===== config.mk =====
export PLATFORM = sky130hd
export DESIGN_NAME = irq_ctrl
export DESIGN_NICKNAME = d
export VERILOG_FILES = /design/src/rtl/irq_pkg.sv /design/src/rtl/rr_arbiter.sv /design/src/rtl/irq_ctrl.sv
export SDC_FILE = /design/constraint.sdc
export NUM_CORES = 1
export LEC_CHECK = 0
export CAP_MARGIN = 20
export CORE_ASPECT_RATIO = 1.75
export CORE_UTILIZATION = 54
export CTS_BUF_LIST = sky130_fd_sc_hd__clkbuf_16
export CTS_CLUSTER_DIAMETER = 80
export DETAILED_ROUTE_END_ITERATION = 7
export GPL_TIMING_DRIVEN = 1
export PLACE_DENSITY = 0.83
export SLEW_MARGIN = 20
export SYNTH_ARGS = -nofsm -noshare
export SYNTH_HDL_FRONTEND = slang
export SYNTH_SLANG_ARGS = --single-unit

===== constraint.sdc =====
create_clock -name clk -period 5.55 [get_ports clk]
set_clock_uncertainty 0.2 [all_clocks]
set_input_delay 1.11 -clock clk [delete_from_list [all_inputs] [get_ports clk]]
set_output_delay 1.11 -clock clk [all_outputs]
set_load 0.03 [all_outputs]

===== src/rtl/irq_pkg.sv =====
`default_nettype none
// +----------------------------------------------------------------------+
// | Module : irq_pkg                                                     |
// | Brief  : Shared sizes and state encoding for the interrupt controller|
// | Rev    : 1.0  initial release                                        |
// +----------------------------------------------------------------------+
package irq_pkg;

   localparam int N_IRQ = 32;
   localparam int ID_W  = 5;

   typedef enum logic [2:0] {
      IDLE = 3'd0,
      PEND = 3'd1,
      SERV = 3'd2,
      FIN  = 3'd3,
      HOLD = 3'd4
   } irq_state_t;

   // Plain-vector aliases of the state encoding for the state register
   localparam logic [2:0] S_IDLE = IDLE;
   localparam logic [2:0] S_PEND = PEND;
   localparam logic [2:0] S_SERV = SERV;
   localparam logic [2:0] S_FIN  = FIN;
   localparam logic [2:0] S_HOLD = HOLD;

endpackage
`default_nettype wire


===== src/rtl/rr_arbiter.sv =====
`default_nettype none
// +----------------------------------------------------------------------+
// | Module : rr_arbiter                                                  |
// | Brief  : Combinational round-robin pick: first set request at or     |
// |          above ptr, wrapping from the top source back to source 0.   |
// | Rev    : 1.0  initial release                                        |
// +----------------------------------------------------------------------+
module rr_arbiter
   import irq_pkg::*;
(
   input  logic [N_IRQ-1:0] req,
   input  logic [ID_W-1:0]  ptr,
   output logic             gnt_valid,
   output logic [ID_W-1:0]  gnt_id
);

   logic [N_IRQ-1:0] w_rot;
   logic [ID_W-1:0]  w_off;

   // Rotate so that source ptr lands on bit 0; the doubled vector makes the wrap free
   assign w_rot = N_IRQ'({req, req} >> ptr);

   // Priority encode the lowest set bit of the rotated vector
   always_comb begin
      w_off = '0;
      for (int i = N_IRQ - 1; i >= 0; i--) begin
         if (w_rot[i]) begin
            w_off = ID_W'(i);
         end
      end
   end

   assign gnt_valid = |req;
   // Undo the rotation; ID_W-bit addition wraps modulo N_IRQ
   assign gnt_id    = ptr + w_off;

endmodule
`default_nettype wire


===== src/rtl/irq_ctrl.sv =====
`default_nettype none
// +----------------------------------------------------------------------+
// | Module : irq_ctrl                                                    |
// | Brief  : Masks 32 level interrupt lines, presents one source to the  |
// |          core by round-robin and returns a fin pulse on mret.        |
// | Rev    : 1.0  initial release                                        |
// +----------------------------------------------------------------------+
module irq_ctrl #(
   parameter int N_IRQ = irq_pkg::N_IRQ,
   parameter int ID_W  = irq_pkg::ID_W
) (
   input  logic             clk,
   input  logic             rst,
   input  logic [N_IRQ-1:0] dev_int_req,
   output logic [N_IRQ-1:0] dev_int_fin,
   input  logic [N_IRQ-1:0] irq_mask_i,
   output logic             irq_o,
   output logic [ID_W-1:0]  irq_id_o,
   input  logic             irq_ack_i,
   input  logic             irq_ret_i
);

   import irq_pkg::*;

   logic [2:0]       r_state;
   logic [ID_W-1:0]  r_rr_ptr;
   logic [ID_W-1:0]  r_irq_id;
   logic [N_IRQ-1:0] r_fin;

   logic [N_IRQ-1:0] w_elig;
   logic             w_gnt_valid;
   logic [ID_W-1:0]  w_gnt_id;

   assign w_elig = dev_int_req & irq_mask_i;

   rr_arbiter u_arb (
      .req       (w_elig),
      .ptr       (r_rr_ptr),
      .gnt_valid (w_gnt_valid),
      .gnt_id    (w_gnt_id)
   );

   // Control FSM: latch winner, hand off to core, pulse fin, then rest one cycle
   always_ff @(posedge clk) begin
      if (rst) begin
         r_state  <= S_IDLE;
         r_rr_ptr <= '0;
         r_irq_id <= '0;
         r_fin    <= '0;
      end else begin
         r_fin <= '0;
         case (r_state)
            S_IDLE: begin
               if (w_gnt_valid) begin
                  r_irq_id <= w_gnt_id;
                  r_state  <= S_PEND;
               end
            end
            S_PEND: begin
               // Ack takes precedence over a simultaneous withdrawal
               if (irq_ack_i) begin
                  r_state <= S_SERV;
               end else if (!w_elig[r_irq_id]) begin
                  r_state <= S_IDLE;
               end
            end
            S_SERV: begin
               if (irq_ret_i) begin
                  r_fin   <= N_IRQ'(1) << r_irq_id;
                  r_state <= S_FIN;
               end
            end
            S_FIN: begin
               // Next search starts just after the source that was serviced
               r_rr_ptr <= r_irq_id + ID_W'(1);
               r_state  <= S_HOLD;
            end
            S_HOLD: begin
               r_state <= S_IDLE;
            end
            default: begin
               r_state <= S_IDLE;
            end
         endcase
      end
   end

   assign irq_o       = (r_state == S_PEND);
   assign irq_id_o    = r_irq_id;
   assign dev_int_fin = r_fin;

endmodule
`default_nettype wire


## After elaboration in Yosys (flattened, before gate mapping)

Cells that the tools add are included.

| word-level totals | value |
|---|---|
| memory bits (writable) | 0 |
| word-level logic and storage cells | 62 |
| bits in read-only memories | 0 |
| input port bits | 68 |
| memories kept | 0 |
| bits in latches | 0 |
| output and inout bits | 38 |
| bits in registers | 45 |

| cells by class | value |
|---|---|
| multipliers | 0 |
| equality and inequality tests | 6 |
| add/sub/neg operators | 2 |
| bitwise gates (word level) | 3 |
| reductions and logical operators | 5 |
| div/mod/pow operators | 0 |
| multiplexer cells | 39 |
| order comparisons | 1 |
| shifts and indexed selects | 2 |

Operator list:

| operator | count |
|---|---|
| $mux W5 | 32 |
| $shr A64 B5 Y32 | 1 |
| $and A32 B32 Y32 | 1 |
| $reduce_or A32 Y1 | 1 |
| $shl A1 B5 Y32 const A | 1 |
| $mux W3 | 4 |
| $pmux W3 S4 | 1 |
| $eq A3 B2 Y1 const B | 2 |
| $lt A5 B6 Y1 const B | 1 |
| $add A5 B1 Y5 const B | 1 |
| $add A5 B5 Y5 | 1 |
| $bmux W1 S5 | 1 |
| $eq A3 B1 Y1 const B | 1 |
| $logic_not A3 Y1 | 1 |
| $ne A3 B3 Y1 const B | 1 |
| $reduce_and A3 Y1 | 1 |
| $reduce_or A3 Y1 | 1 |
| $ne A2 B1 Y1 const B | 1 |
| $ne A2 B2 Y1 const B | 1 |
| $not A1 Y1 | 2 |
| $reduce_and A2 Y1 | 1 |
| $mux W1 | 1 |

## Depth between registers and ports, before layout

| depth | value |
|---|---|
| depth in word-level cells | 35 |
| depth in mapped cells | 20 |
| gate-level depth less buffers | 16 |

## Hierarchy

From an unflattened synthesis, not the netlist that was laid out.

| unflattened totals | value |
|---|---|
| cells, all modules | 597 |
| area, all modules | 5,957.0 µm² |

Modules (own cells, without submodules):

| module | seq. area each (µm²) | area an instance (µm²) | cells an instance | instances |
|---|---|---|---|---|
| rr_arbiter | 0.0 | 3,917.5 | 365 | 1 |
| irq_ctrl | 900.9 | 2,039.5 | 232 | 1 |

## Worst setup path after synthesis

Ideal clock, no wire load.

| path | value |
|---|---|
| path type | input port to flip-flop |
| start point | input irq_mask_i[12] |
| end point | register r_irq_id[4] (netlist: irq_id_o[4]) |
| stages | 16 |
| data required time | 5.271 ns |
| data arrival time | 4.587 ns |
| path buffers | 0 |
| path slack | 0.683 ns |
| library setup time | 0.079 ns |
| cell sequence | or4bb_1 and4_1 mux2_2 mux4_2 and2_1 nor4bb_1 o21ai_0 a211oi_1 nor2_1 ha_1 fa_1 a21o_1 a21oi_1 xnor2_1 xnor2_1 a211oi_2 |

| between the ends | value |
|---|---|
| word-level cells in the longest chain between the ends | 35 |
| elaborated cells between the ends (all ways) | 37 |
| classes of those cells | add/sub: 1; shift: 1; mux: 32; bitwise: 1; reduce/logical: 2 |

Ends and longest elaborated chain:

| item | line | source |
|---|---|---|
| start, declared | irq_ctrl.sv:16 | `input logic [N_IRQ-1:0] irq_mask_i,` |
| $and A32 B32 Y32 (*) | irq_ctrl.sv:34 | `assign w_elig = dev_int_req & irq_mask_i;` |
| $shr A64 B5 Y32 | rr_arbiter.sv:21 | `assign w_rot = N_IRQ'({req, req} >> ptr);` |
| $mux W5 (32 in a row) | rr_arbiter.sv:27 | `if (w_rot[i]) begin` |
| $add A5 B5 Y5 | rr_arbiter.sv:35 | `assign gnt_id = ptr + w_off;` |
| end signal, assigned | irq_ctrl.sv:55 | `r_irq_id <= w_gnt_id;` |
| end, declared | irq_ctrl.sv:27 | `logic [ID_W-1:0] r_irq_id;` |

Every way passes the cells marked *; elsewhere a longest branch is shown, timed or not.
A chain may end at the register's enable or synchronous reset.

## Worst setup path in the final report

| path | value |
|---|---|
| start point | input dev_int_req[0] |
| end point | register r_irq_id[4] (netlist: irq_id_o[4]) |

| between the ends | value |
|---|---|
| word-level cells in the longest chain between the ends | 35 |
| elaborated cells between the ends (all ways) | 37 |
| classes of those cells | add/sub: 1; shift: 1; mux: 32; bitwise: 1; reduce/logical: 2 |

Ends and longest elaborated chain:

| item | line | source |
|---|---|---|
| start, declared | irq_ctrl.sv:14 | `input logic [N_IRQ-1:0] dev_int_req,` |
| $and A32 B32 Y32 (*) | irq_ctrl.sv:34 |  |
| $shr A64 B5 Y32 | rr_arbiter.sv:21 |  |
| $mux W5 (32 in a row) | rr_arbiter.sv:27 |  |
| $add A5 B5 Y5 | rr_arbiter.sv:35 |  |

Marked as above.

==> metrics <==
status=completed; Detailed Routing Iterations Pass 1=7; # diodes=0; total of max-cap violations=0; Yosys reg bits=45; setup violators final=0; CTS Root Cell=clkbuf_16; power per cell area=around 180 mW/mm²; I/O Pins=approximately 110; vias in the first global route=6,491; critical path launch point type=input pin; grt total ovfl=0; final WL=between 20 and 25 mm; Syn Nets=just over 700; Total Power=0.00134 W; largest net degree at the start of global routing=49; worst path cell trace=clkdlybuf4s50_1, and2_1, mux4_2, mux4_2, mux2_2, nor2b_2, a31oi_1, or3_1, a311oi_1, buf_4, ha_1, a21o_1, a21oi_2, xnor2_1, xnor2_1, a211oi_2; commonest non-fill, non-tap cell in the layout=clkdlybuf4s50_1; Crit path depth=16; combinational share of power=~50%; gr usage total=43.2%; initial antenna violation count=0; fin crit share=97.8%; H-Tree Depth=2; Worst path top cell family by delay=multiplexers; CTS tree=built; dpl hpwl=around 18 mm; Slew HR=around 38%; worst setup margin=120 ps; fillers=760; post-place setup slack=-108 ps; crit path from=dev_int_req[0]; reg-to-reg critical path endpoint=irq_id_o[4]; DRC viols=0; Worst setup EP type=flop; critical setup path kind=input pin to flop; Worst Max-Slew Pin Slew=just over 900 ps; crit path DAT=~5400 ps; Top FF cell, synth=dfxtp_1; Worst R2R Setup Slack=roughly 310 ps; syn avg cell area=8.58 µm²; min-delay src=r_state[2]; gp weighted congestion=between 1 and 1.5; Area Overhead vs Synth=34.0%; global-route wire length before repair=~34 mm; RSZ-0062 raised after global routing=false; worst-case clock buffer depth=2; slowest stage delay, CP=just over 500 ps; Reg-to-Reg Start=r_rr_ptr[1]; Initial Utilization=~56%; reg2reg path depth=16; Post-Syn Instances=642; post-synthesis sequential area ratio=16.4%; mapped cell area=about 0.0055 mm²; share of cells above drive strength 1=a little under a quarter; clock sinks=between 40 and 50; Pleak=around 2.7 nW; number of synthesized flops with an enable pin=0; CP endpoint=irq_id_o[4]; crit-path max FO=4; Max Freq=184 MHz; most frequent cells in the layout=clkdlybuf4s50_1 (102), buf_4 (92), nor2_1 (88); via/cell ratio=between 7 and 8; Avg WL per Cell=between 20 and 25 µm; Tmin final=~5400 ps; Cell Rows=48; Syn. warnings=0; routed via count=between 6k and 7k; Switch Pwr=between 0.0005 and 0.0006 W; NumNets Final=around 880; slowest library cell on the worst path=mux4_2; Die Width=78.3 µm; WHS=245 ps; Post-CTS Setup Bufs=0; clk slew on worst S/H paths=~70 ps; setup tns final=0 ps; IO Port Bufs=between 100 and 150; peak supply drop=~200 µV; CTS Hold Bufs=0; Cell variety after synth=70; Initial DRC Count=around 550; Max Slew Vio Count=0; Resize count post-CTS=0; CP bufs+invs=2; Critical Path RT=roughly 5600 ps; Finished Cell Area=around 0.0074 mm²; antenna-violating nets left=0; die area=approximately 0.011 mm²; DP Area=0.00720 mm²; core footprint=between 0.009 and 0.01 mm²; net switching fraction of the power=about two fifths; Post-synth ARST share=0%; Die H=between 100 and 150 µm; HP Class=flop to flop; total CTS buffers=5; Clock Latency Late Sink=approximately 290 ps; Power Internal=about 0.00082 W; Clock Power Share=a little under a quarter; sequential power share=27.2%; final hold vios=0
==> state kept, by name (all words and copies together), names as in the netlist <==
signal       count
dev_int_fin     32
irq_id_o         5
r_rr_ptr         5
r_state          3
==> cell type report <==
class	count	area, µm²	area share [%]
Clock inverter	3	25.0	0.339
Timing Repair Buffer	198	1770	24.0
Tap cell	125	156	2.12
Inverter	11	41.3	0.560
Multi-Input combinational cell	542	4360	59.1
Sequential cell	45	903	12.2
Clock buffer	5	125	1.70
==> power groups by stage <==
| stage | registers [W] | logic, W | clock network (W) |
|---|---|---|---|
| after floorplan | 0.000361 | 0.000376 | 0 |
| after global placement | 0.000371 | 0.000624 | 0 |
| after detailed placement | 0.000371 | 0.000639 | 0 |
| after CTS | 0.000363 | 0.000645 | 0.000298 |
| after global routing | 0.000366 | 0.000703 | 0.000314 |
| final | 0.000365 | 0.000671 | 0.000302 |
==> worst min path at each step <==
stage	end	slack, ps	depth (start not counted)
after floorplan	r_state[1]	210	1
after CTS	r_state[1]	250	1
after global routing	r_state[1]	270	1
after detailed placement	r_state[1]	240	1
final	r_state[1]	240	1
after global placement	r_state[1]	220	1
==> cells in the mapped netlist (2+ instances only) <==
master	instances	area (µm²)
nor2_1	88	330
nand2_1	68	255
mux4_2	50	1130
dfxtp_1	45	901
nand4_1	42	263
nand4b_1	35	307
and2_1	31	194
mux2i_1	18	180
clkbuf_1	17	63.8
o21ai_0	16	80.1
a21oi_1	14	70.1
nand4bb_1	14	158
nand3_1	12	60.1
buf_2	11	55.1
a211oi_1	10	75.1
a22oi_1	10	75.1
and4_1	10	87.6
ha_1	10	125
nand2b_1	9	56.3
o22ai_1	9	56.3
inv_1	8	30.0
mux2_2	8	90.1
nor3_1	8	40.0
buf_4	7	52.6
buf_1	6	22.5
or3_1	6	37.5
o211ai_1	5	37.5
xnor2_1	5	43.8
a21o_1	4	30.0
o31ai_1	4	30.0
a311oi_1	3	26.3
a31oi_1	3	18.8
buf_6	3	33.8
clkinv_1	3	11.3
nor2b_1	3	18.8
nor4_1	3	18.8
o31a_1	3	26.3
or4bb_1	3	33.8
a21boi_0	2	15.0
a2bb2oi_1	2	17.5
a31o_2	2	17.5
o22a_1	2	17.5
or2_2	2	12.5
or4_1	2	15.0
==> layer usage <==
metal	part of all wire [%]	track usage, %	up-vias
li1	-	-	2832
met1	31	40.9	3073
met2	51	79.0	475
met3	7.5	6.26	154
met4	10	38.3	0
met5	0	0	-
==> logic make-up (layout without fill, tap and decap cells) <==
| group | count (synthesis) | in the layout | synth area share [%] |
|---|---|---|---|
| compound gates | 103 | 103 | 13.7 |
| xor+xnor | 6 | 6 | 0.955 |
| mux | 76 | 76 | 25.4 |
| buf+inv | 55 | 217 | 4.89 |
| fa+ha+maj | 11 | 11 | 2.64 |
| simple gates | 346 | 346 | 36.1 |
| flops | 45 | 45 | 16.4 |
==> per-stage QoR <==
step,std cells,util (%)
4_1_cts,929,74.2
6_report,929,74.5
5_1_grt,929,74.5
2_1_floorplan,642,-
3_3_place_gp,921,72.6
3_5_place_dp,921,72.6
No activity file was read; power rests on OpenSTA's default activity.
==> RTL edit: new RTL, same flow settings <==
Add an input register stage for `irq_mask_i`, `irq_ack_i` and `irq_ret_i`; this delays them by one clock. The other inputs are not delayed to match.
--- a/src/rtl/irq_ctrl.sv
+++ b/src/rtl/irq_ctrl.sv
@@ -24,2 +24,12 @@
 
+   logic [N_IRQ-1:0] irq_mask_q;
+   logic irq_ack_q;
+   logic irq_ret_q;
+
+   always_ff @(posedge clk) begin
+      irq_mask_q <= irq_mask_i;
+      irq_ack_q  <= irq_ack_i;
+      irq_ret_q  <= irq_ret_i;
+   end
+
    logic [2:0]       r_state;
@@ -33,3 +43,3 @@
 
-   assign w_elig = dev_int_req & irq_mask_i;
+   assign w_elig = dev_int_req & irq_mask_q;
 
@@ -60,3 +70,3 @@
                // Ack takes precedence over a simultaneous withdrawal
-               if (irq_ack_i) begin
+               if (irq_ack_q) begin
                   r_state <= S_SERV;
@@ -67,3 +77,3 @@
             S_SERV: begin
-               if (irq_ret_i) begin
+               if (irq_ret_q) begin
                   r_fin   <= N_IRQ'(1) << r_irq_id;
Formal check against the unedited RTL: not equivalent (a bounded check fails within 4 cycles, from zero or initial values and one cycle with rst high).
==> RTL edit against the original RTL <==
The run now ends with DRC left; design area up 14%; count of clock-buffer cells in the layout rose by 4; power increased by 43%; synthesized area increased by 19%; first-iteration DRC count grew 17%; setup slack lost 0.0092 ns; hold slack improved by 0.086 ns; sequential cell count increased by 34; routed wire length increased by 11%; register-to-register slack better by 0.27 ns; highest routed layer unchanged.
==> RTL edit: results (changes against the original RTL) <==
* Setup crit start: dev_int_req[6] (was dev_int_req[0])
* CP delay by family, top: compound AO/OA/AOI/OAI gates (was multiplexers)
* Failing checks: DRC
* Number of global-route vias before repair at 6,769 (was 6,491)
* Run status: finished, violations left (was completed)
* Met1 Use GR at 41.8% (was 40.9%)
* CTS Buf Count at 9 (was 5)
* Cells after synthesis at 645 (was 642)
* Final setup TNS at 0 ns (unchanged)
* Reg2Reg Setup Slack at 0.58 ns (was 0.31 ns)
* Commonest cells in the netlist: dfxtp_1 (79), mux4_2 (66), nor2_1 (66) (was nor2_1 (88), nand2_1 (68), mux4_2 (50))
* Total track usage at 41.2% (was 43.2%)
* Top post-synthesis cells by area: dfxtp_1 (24%), mux4_2 (23%), mux4_1 (6.8%) (was mux4_2 (20%), dfxtp_1 (16%), nor2_1 (6.0%))
* Crit-path max FO at 6 (was 4)
* Crit path capture type: flip-flop (unchanged)
* Vias post-DR at 6,649 (was 6,534)
* Seq/Total Area, Yosys at 24.1% (was 16.4%)
* DP Wirelength at 19,600 um (was 17,900 um)
* Share of cells above drive strength 1 at 23.2% (was 22.5%)
* Total Nets Final at 871 (was 882)
* GPL Wtd Cong at 1.09 (was 1.04)
* Post-Place Cell Area at 0.00807 mm^2 (was 0.00720 mm^2)
* Worst reg2reg path depth at 17 (was 16)
* Largest net degree at the start of global routing at 80 (was 49)
* Distinct cell type count after synthesis at 62 (was 70)
* Met2 Use GR at 71.6% (was 79.0%)
* # placed instances at 916 (was 921)
* Clk_lat worst skew at 0.35 ns (was 0.29 ns)
* Remaining DRCs at 1 (was 0)
* First drt pass iteration count at 8 (was 7)
* Crit-path max cell delay at 0.53 ns (was 0.51 ns)
* Max H-tree Level at 3 (was 2)
* WL/cell at 26.7 um (was 24.2 um)
* Met3 Use GR at 9.72% (was 6.26%)
* PortBufs at 105 (unchanged)
* Setup Slack @ Placement at -0.138 ns (was -0.108 ns)
* Mapped Nets at 724 (was 721)
* Crit-path slowest cell: mux4_2 (unchanged)
* Setup WS post-layout at 0.110 ns (was 0.120 ns)
* Slew @ Worst Pin at 0.888 ns (was 0.933 ns)
* Maximum VDD drop at 0.000202 V (was 0.000203 V)
* Initial DRC Count at 643 (was 548)
* First-pass GRT wire length at 38,400 um (was 34,400 um)
* R2r startpoint: r_rr_ptr[0] (was r_rr_ptr[1])
* Final std cells w/o fill at 932 (was 929)
* Cell-internal power at 1.26 mW (was 0.816 mW)
* Fill cells at 851 (was 760)
[RTL edit: cell type report]
type	instances	area, um^2	area share, %
Multi-Input combinational cell	511	4640	55.3
Timing Repair Buffer	181	1650	19.6
Sequential cell	79	1580	18.9
Clock buffer	9	225	2.68
Tap cell	135	169	2.01
Clock inverter	7	90.1	1.07
Inverter	10	37.5	0.447
[RTL edit: how the worst min path moves through the flow]
stage                          from  cells past startpoint    endpoint  slack [ns]
after floorplan           irq_ack_q                      2  r_state[1]        0.29
after global placement    irq_ack_q                      2  r_state[1]        0.30
after detailed placement  irq_ack_q                      2  r_state[1]        0.31
after CTS                 irq_ack_q                      2  r_state[1]        0.33
after global routing      irq_ack_q                      2  r_state[1]        0.35
final                     irq_ack_q                      2  r_state[1]        0.33
[RTL edit: kinds of logic (layout without fill, tap and decap cells)]
group / Yosys count / after routing / synth area share, %
AOI/OAI and AO/OA: 96 / 96 / 9.40
xor gates and xnor gates: 6 / 6 / 0.801
adders and majority gates: 11 / 11 / 2.21
buffers and inverters: 55 / 207 / 5.22
DFF: 79 / 79 / 24.1
muxes: 121 / 121 / 35.4
and+or+nand+nor: 277 / 277 / 22.9
[RTL edit: power by group through the flow]
stage | Clock (mW) | Sequential, mW | Combinational [mW]
after global placement | 0 | 0.641 | 0.606
after floorplan | 0 | 0.631 | 0.384
after global routing | 0.655 | 0.635 | 0.682
after detailed placement | 0 | 0.643 | 0.625
after CTS | 0.632 | 0.630 | 0.628
final | 0.629 | 0.632 | 0.652
[RTL edit: metal layers]
layer	share of wire [%]	vias to the layer above
li1	-	2830
met1	32	3173
met2	51	482
met3	8.1	164
met4	9.5	0
met5	0	-
